==> src/rtl/mbl_stream_pkg.sv <==
// Shared types and helpers for the packet round-robin stream arbiter.
package mbl_stream_pkg;

   // Arbiter FSM: waiting for a start-of-packet, or forwarding one packet.
   typedef enum logic [0:0] {
      ARB_IDLE = 1'b0,
      ARB_BUSY = 1'b1
   } arb_state_e;

   localparam int unsigned RR_MAX_IN = 16;

   // Returns the first set bit of req at or after ptr, wrapping modulo num.
   // Returns 0 when req is empty; callers qualify with |req.
   function automatic logic [3:0] rr_pick(input logic [15:0] req,
                                          input logic [3:0]  ptr,
                                          input logic [4:0]  num = 5'd16);
      logic [3:0] win;
      logic       found;
      logic [4:0] idx;
      win   = 4'd0;
      found = 1'b0;
      for (int k = 0; k < RR_MAX_IN; k++) begin
         idx = 5'(ptr) + 5'(k);
         if (idx >= num) begin
            idx = idx - num;
         end else begin
            idx = idx;
         end
         if (!found && (5'(k) < num) && req[idx[3:0]]) begin
            win   = idx[3:0];
            found = 1'b1;
         end else begin
            found = found;
         end
      end
      return win;
   endfunction

endpackage

==> src/rtl/mbl_rr_picker.sv <==
// Combinational round-robin picker: rotate by pointer, priority encode, unrotate.
module mbl_rr_picker
   import mbl_stream_pkg::*;
#(
   parameter int NUM_IN = 4
) (
   input  logic [NUM_IN-1:0]         i_req,
   input  logic [$clog2(NUM_IN)-1:0] i_ptr,
   output logic                      o_any,
   output logic [$clog2(NUM_IN)-1:0] o_winner
);

   localparam int PW = $clog2(NUM_IN);

   logic [PW:0]        w_idx;
   logic [NUM_IN-1:0]  w_rot;
   logic [3:0]         w_off;
   logic [PW:0]        w_sum;

   // Rotate the request vector so that bit 0 is the input at the pointer.
   always_comb begin
      w_rot = '0;
      w_idx = '0;
      for (int k = 0; k < NUM_IN; k++) begin
         w_idx = (PW+1)'(k) + (PW+1)'(i_ptr);
         if (w_idx >= (PW+1)'(NUM_IN)) begin
            w_idx = w_idx - (PW+1)'(NUM_IN);
         end else begin
            w_idx = w_idx;
         end
         w_rot[k] = i_req[w_idx[PW-1:0]];
      end
   end

   // Lowest set bit of the rotated vector is the offset from the pointer.
   assign w_off = rr_pick(16'(w_rot), 4'd0, 5'(NUM_IN));

   // Unrotate: add the pointer back and wrap into 0..NUM_IN-1.
   always_comb begin
      w_sum = (PW+1)'(i_ptr) + (PW+1)'(w_off);
      if (w_sum >= (PW+1)'(NUM_IN)) begin
         w_sum = w_sum - (PW+1)'(NUM_IN);
      end else begin
         w_sum = w_sum;
      end
   end

   assign o_winner = w_sum[PW-1:0];
   assign o_any    = |i_req;

endmodule

==> src/rtl/mbl_stream_arb.sv <==
// Packet-level round-robin arbiter merging NUM_IN sof/eof streams onto one.
module mbl_stream_arb
   import mbl_stream_pkg::*;
#(
   parameter int NUM_IN = 4,
   parameter int DW     = 32
) (
   input  logic                      clk,
   input  logic                      rst_n,
   input  logic [NUM_IN*DW-1:0]      in_data,
   input  logic [NUM_IN-1:0]         in_sof,
   input  logic [NUM_IN-1:0]         in_eof,
   input  logic [NUM_IN-1:0]         in_valid,
   output logic [NUM_IN-1:0]         in_ready,
   output logic [DW-1:0]             out_data,
   output logic                      out_sof,
   output logic                      out_eof,
   output logic                      out_valid,
   input  logic                      out_ready,
   output logic [$clog2(NUM_IN)-1:0] grant_id,
   output logic                      busy,
   output logic [NUM_IN-1:0]         proto_err
);

   localparam int PW = $clog2(NUM_IN);

   arb_state_e        r_state;
   arb_state_e        w_state_nxt;
   logic [PW-1:0]     r_grant;
   logic [PW-1:0]     w_grant_nxt;
   logic [PW-1:0]     r_rr_ptr;
   logic [PW-1:0]     w_rr_ptr_nxt;
   logic [NUM_IN-1:0] r_proto_err;
   logic [NUM_IN-1:0] w_proto_err_nxt;
   logic [NUM_IN-1:0] w_req;
   logic [NUM_IN-1:0] w_drop;
   logic [NUM_IN-1:0] w_ready;
   logic              w_any;
   logic [PW-1:0]     w_winner;
   logic              w_busy;

   assign w_busy = (r_state == ARB_BUSY);
   assign w_req  = in_valid & in_sof;

   mbl_rr_picker #(.NUM_IN(NUM_IN)) u_picker (
      .i_req    (w_req),
      .i_ptr    (r_rr_ptr),
      .o_any    (w_any),
      .o_winner (w_winner)
   );

   // Beats without sof on any input that does not own the output are dropped.
   always_comb begin
      w_drop = '0;
      for (int i = 0; i < NUM_IN; i++) begin
         if (w_busy && (r_grant == PW'(i))) begin
            w_drop[i] = 1'b0;
         end else begin
            w_drop[i] = in_valid[i] & ~in_sof[i];
         end
      end
   end

   // Zero-latency pass-through of the granted input while a packet is in flight.
   always_comb begin
      out_data  = '0;
      out_sof   = 1'b0;
      out_eof   = 1'b0;
      out_valid = 1'b0;
      w_ready   = w_drop;
      if (w_busy) begin
         out_data         = in_data[int'(r_grant)*DW +: DW];
         out_sof          = in_sof[r_grant];
         out_eof          = in_eof[r_grant];
         out_valid        = in_valid[r_grant];
         w_ready[r_grant] = out_ready;
      end else begin
         out_valid = 1'b0;
      end
   end

   // in_ready is forced low while reset is asserted, even for dropped beats.
   assign in_ready  = w_ready & {NUM_IN{rst_n}};
   assign grant_id  = r_grant;
   assign busy      = w_busy;
   assign proto_err = r_proto_err;

   // Next-state: grant in IDLE, release on the transferred eof beat.
   always_comb begin
      w_state_nxt     = r_state;
      w_grant_nxt     = r_grant;
      w_rr_ptr_nxt    = r_rr_ptr;
      w_proto_err_nxt = r_proto_err | w_drop;
      case (r_state)
         ARB_IDLE: begin
            if (w_any) begin
               w_state_nxt = ARB_BUSY;
               w_grant_nxt = w_winner;
            end else begin
               w_state_nxt = ARB_IDLE;
            end
         end
         ARB_BUSY: begin
            if (in_valid[r_grant] && out_ready && in_eof[r_grant]) begin
               w_state_nxt = ARB_IDLE;
               if (r_grant == PW'(NUM_IN - 1)) begin
                  w_rr_ptr_nxt = '0;
               end else begin
                  w_rr_ptr_nxt = r_grant + PW'(1);
               end
            end else begin
               w_state_nxt = ARB_BUSY;
            end
         end
         default: begin
            w_state_nxt = ARB_IDLE;
         end
      endcase
   end

   // State, grant, pointer and sticky error registers.
   always_ff @(posedge clk or negedge rst_n) begin
      if (!rst_n) begin
         r_state     <= ARB_IDLE;
         r_grant     <= '0;
         r_rr_ptr    <= '0;
         r_proto_err <= '0;
      end else begin
         r_state     <= w_state_nxt;
         r_grant     <= w_grant_nxt;
         r_rr_ptr    <= w_rr_ptr_nxt;
         r_proto_err <= w_proto_err_nxt;
      end
   end

endmodule

==> config.mk <==
export PLATFORM = sky130hd
export DESIGN_NAME = mbl_stream_arb
export DESIGN_NICKNAME = d
export VERILOG_FILES = /design/src/rtl/mbl_stream_pkg.sv /design/src/rtl/mbl_rr_picker.sv /design/src/rtl/mbl_stream_arb.sv
export SDC_FILE = /design/constraint.sdc
export NUM_CORES = 1
export LEC_CHECK = 0
export ABC_CLOCK_PERIOD_IN_PS = 4550
export BUFFER_PORTS_ARGS = -buffer_cell sky130_fd_sc_hd__buf_2
export CORE_MARGIN = 5
export CORE_UTILIZATION = 39
export DETAILED_ROUTE_END_ITERATION = 16
export PLACE_DENSITY = 0.87
export SLEW_MARGIN = 20
export SYNTH_ARGS = -nofsm -noshare
export SYNTH_HDL_FRONTEND = slang
export SYNTH_HIERARCHICAL = 1
export SYNTH_SLANG_ARGS = --single-unit
==> constraint.sdc <==
create_clock -name clk -period 4.55 [get_ports clk]
set_input_delay 0.455 -clock clk [delete_from_list [all_inputs] [get_ports clk]]
set_output_delay 0.455 -clock clk [all_outputs]
set_load 0.01 [all_outputs]
* Yosys cells after proc, flatten, opt, wreduce, memory -nomap -nowiden
Index checks and enable logic that the tools add are counted.
** Storage, ports and cells
- Word-level logic and storage cells :: 99
- Bits in registers :: 9
- Output and inout port bits :: 46
** Operators by class
- $add $sub $neg :: 10
- Shifts and indexed selects :: 1
- Muxes and demuxes :: 41
- Equal/unequal tests :: 3
- Bitwise logic cells :: 12
- Order comparisons :: 11
- Reduce and logical (&&, ||, !) cells :: 17
** Operators with widths (count)
- indexed part select 128 x 8 -> 32 bit :: 1
- two-way mux 32 bit :: 1
- two-way mux 1 bit :: 21
- less-than comparator 2 x 3 -> 1 bit, second input constant :: 5
- binary-select mux 1 bit (select 2 bit) :: 7
- greater-or-equal comparator 3 bit, second input constant :: 4
- two-way mux 2 bit :: 6
- logical AND 1 bit :: 10
- subtractor 2 x 1 -> 2 bit, second input constant :: 5
- AND 4 bit :: 2
- adder 2 x 2 -> 3 bit, first input constant :: 2
- two-way mux 3 bit :: 2
- NOT 1 bit :: 5
- AND 1 bit :: 4
- bitwise mux 4 bit :: 1
- equality test 2 bit, second input constant :: 2
- two-way mux 4 bit :: 1
- OR 4 bit :: 1
- AND reduction 2 bit :: 2
- OR reduction 4 bit :: 1
- adder 1 x 2 -> 3 bit, first input constant :: 1
- adder 2 x 3 -> 3 bit :: 1
- greater-or-equal comparator 2 x 3 -> 1 bit, second input constant :: 1
- zero test 1 bit :: 3
- other kinds (6) :: 6

* Depth between registers and ports, before layout
- Depth after elaboration :: 17
- Depth in mapped cells :: 11
- Gate-level depth less buffers :: 10

* Cells and area by module
The synthesis kept the hierarchy.
** By module, submodules not included
- mbl_stream_arb :: area an instance 1665.3 µm², seq. area each 225.2 µm², cells each 142, instances 1
- mbl_rr_picker :: area an instance 190.2 µm², seq. area each 0.0 µm², cells each 28, instances 1

* Least setup slack after synthesis
OpenSTA, ideal clock, no wires.
- Path type :: register to output
- Start point :: register r_grant[1], in the netlist grant_id[1]
- End point :: output in_ready[0]
- Data required time :: 4.095 ns
- Setup slack :: 2.499 ns
- Arrival time :: 1.596 ns
- Cell stages (with the launch flop) :: 8
- Buffers on the path :: 2
- Cell sequence :: dfrtp_1 > buf_4 > buf_2 > inv_1 > ha_1 > a211oi_1 > a31oi_1 > nor2b_1
** Between the ends
- Longest elaborated chain between the ends :: 7
** RTL lines
- from (decl) :: line mbl_stream_arb.sv:29 : logic [PW-1:0] r_grant;
- from (signal assigned) :: line mbl_stream_arb.sv:130 : r_grant <= w_grant_nxt;
- less-than comparator 2 x 3 -> 1 bit (implied by the code) / greater-or-equal comparator 2 x 1 -> 1 bit (equally long branches) :: line mbl_stream_arb.sv:76 : w_ready[r_grant] = out_ready;
- logical AND 1 bit (implied by the code) :: line mbl_stream_arb.sv:76
- two-way mux 1 bit (implied by the code) :: line mbl_stream_arb.sv:76
- demux 1 bit (select 2 bit) :: line mbl_stream_arb.sv:76
- bitwise mux 4 bit :: line mbl_stream_arb.sv:76
- two-way mux 4 bit * :: line mbl_stream_arb.sv:71 : if (w_busy) begin
- AND 4 bit * :: line mbl_stream_arb.sv:83 : assign in_ready = w_ready & {NUM_IN{rst_n}};
- to (decl) :: line mbl_stream_arb.sv:14 : output logic [NUM_IN-1:0] in_ready,
Every way passes the cells marked *; elsewhere a longest branch is shown, timed or not.

* Worst setup path in the final report
- Start point :: register r_grant[0], in the netlist grant_id[0]
- End point :: output out_data[31]
** Between the ends
- Longest elaborated chain between the ends :: 2
** RTL lines
- indexed part select 128 x 8 -> 32 bit :: line mbl_stream_arb.sv:72 : out_data = in_data[int'(r_grant)*DW +: DW];
- two-way mux 32 bit :: line mbl_stream_arb.sv:71
- to (decl) :: line mbl_stream_arb.sv:15 : output logic [DW-1:0] out_data,
Every way passes these cells.

==> results.ini <==
[route]
ant_nets=0
drc=0
routed-via-count=2147
vias_per_cell=5.341
drt-total-wl_microns=7280
drt-pass1-iter-count=4
wl_per_cell_microns=18.11
dr.first_iter.drc_count=47

[logic_synthesis]
ys_warn_count=6
syn_area_per_cell_sq_um=10.91
synth-seq-cells=9
synth_cell_type_count=36
async_flop_share_pct=100.0
synth_nets=318
ys_seq_area_share_pct=12.14
synth_edf_count=0
synth_area_sq_mm=0.001856
synth_ff_type=dfrtp_1
netlist_instances=170

[placement]
numPortBuffers=188
gp_congestion=0.8441
dpl.cell_count=398
dp_hpwl_microns=6224

[sta]
min_period_ns=2.806
relSlewSlack_pct=47.13
fin_crit_sh_pct=61.67
setup_violations=0
tns_ns=0
tightest_slew_ns=0.7930
drv_slew=0
max_freq_mhz=356.4
clock_skew_ns=0.002526
rsz0062_at_grt=no
finalHoldViolCount=0

[critical_path]
cp_slowest_stage_delay_ns=0.71
rrSetupSlack_ns=2.39
path_delay_family=flip-flops
worst-setup-path-type=reg -> out
cp.arrival_ns=2.35
worstSetupEndpointType=output pin
critPathLaunchType=flip-flop
path_buf_inv=2
crit_fanout=23
startpoint=grant_id[0]
critical_path_required_ns=4.09
crit_chain=buf_4, mux4_1, and2_1, buf_2
crit_slowest_cell=dfrtp_2
r2r_start=grant_id[0]

[global_routing]
grt_usage_pct=21.87
antenna_found_initial=0
grt_pass1_vias=2213
grt_pass1_wl_microns=10740
gr-total-overflow=0
grt_max_degree=48

[clock_tree]
cts_buffers=3
clkTransAtPathRegs_ns=0.05
ctsHoldBuffers=0
worstSkewPairLatency_ns=0.24
clkSinkCount=9
cts-resized-gates=0
cts_tree=yes
clockBufferDepth=2
h-tree-depth=1
cts_setup_buffers=0
cts_root_buffer=clkbuf_8

[pwr]
comb_power_share_pct=77.2
ir_drop_v=0.0002675
intPower_uw=788.9
cellPowerDensity_mw_per_mm2=509.9
power_frac_clock_pct=7.0
p_leak_uw=0.001384
switchingPower_uw=642.6
seqPwrFrac_pct=15.8
switching_share_pct=44.89

[layout]
n_antenna_cell=0
nNetsFinal=497
stdcell_count=402
drive_gt1_share_pct=67.24
syn2layout_area_growth_pct=51.31

[floorplan]
die_y_microns=78.98
fp.coreArea_sq_mm=0.004661
die_w_microns=78.98
ios=189
dieArea_sq_mm=0.006237
rows=25
start_util_pct=39.81

[flow_run]
cap_viol_max_count=0

[min_path]
hold_path.class=in -> async

[run_status]
outcome=finished, final reports clean

-- power by group through the flow --
| stage | Combinational, uW | Sequential [uW] | Clock [uW] |
|---|---|---|---|
| CTS | 1120 | 230 | 101 |
| floorplan | 891 | 129 | 0 |
| global placement | 1090 | 227 | 0 |
| finish | 1100 | 227 | 100 |
| detailed placement | 1110 | 231 | 0 |
| global route | 1200 | 244 | 105 |
-- registers in the layout, summed over array words and instances (netlist names) --
signal and cells:
grant_id 2, proto_err 4, busy 1, r_rr_ptr 2
-- cell type report --
type	count	area [sq um]
Inverter	7	26.28
Clock inverter	1	5.005
Tap cell	54	67.56
Clock buffer	3	41.29
Sequential cell	9	227.7
Fill cell	430	1853
Timing Repair Buffer	190	955.9
Multi-Input combinational cell	138	1484
-- stage by stage --
stage	util, %	hold slack (ns)	power [uW]	setup slack [ns]	instance area [sq um]
finish	60.24	0.07454	1432	1.744	2808
global route	60.24	0.09748	1545	1.602	2808
CTS	60.21	0.08328	1446	1.695	2806
detailed placement	59.22	0.3415	1343	1.957	2760
global placement	59.22	0.3351	1314	2.018	2760
floorplan	-	0.1594	1020	2.499	1856
-- kinds of logic after synthesis --
family          share of synthesized area, %
mux                                    45.38
fa+ha+maj                              3.372
compound gates                         8.564
xor+xnor                              0.9442
simple gates                           21.71
buf+inv                                7.889
flops                                  12.14
-- cell usage after synthesis, types with 5 or more instances --
master	count	area share, %
a31oi_1	5	1.7
and2_1	37	12
buf_2	5	1.3
dfrtp_1	9	12
ha_1	5	3.4
inv_1	7	1.4
mux2i_1	5	2.7
mux4_1	5	7.1
mux4_2	28	34
nand2_1	9	1.8
nor2_1	5	1.0
nor2b_1	5	1.7
-- routing by layer --
| layer | wire length [microns] | track usage (%) | part of all wire, % | vias up |
|---|---|---|---|---|
| met1 | 2615 | 24.77 | 36 | 1028 |
| met5 | 0 | 0 | 0 | - |
| met4 | 223 | 8.076 | 3.1 | 0 |
| met2 | 4005 | 41.75 | 55 | 99 |
| li1 | - | - | - | 1001 |
| met3 | 436 | 2.381 | 6.0 | 19 |
-- cells in the final DEF, fill, tap and decap left out, types with 2 or more instances in the layout --
cell        n
nand2b_1    4
dfrtp_2     2
ha_1        5
buf_4       2
dfrtp_1     7
a31oi_1     5
mux2i_1     5
a211oi_1    4
buf_2     188
nor2b_1     5
nor2_1      5
mux4_2     28
and2_1     37
nor3_1      2
or2_2       4
xnor2_1     2
inv_1       7
nand2_1     9
o21ai_0     2
o22ai_2     2
clkbuf_8    3
mux4_1      5
mux2_4      2
-- path summary, 6_finish.rpt --
path                            depth (start not counted)      endpoint
max in group asynchronous                               1          busy
worst max-delay path                                    4  out_data[31]
worst min-delay path                                    1   r_rr_ptr[1]
worst min register to register                          1  proto_err[0]
worst max register to register                          5   r_rr_ptr[1]
min in group clk                                        1  proto_err[0]
No activity file was read; power rests on OpenSTA's default activity.
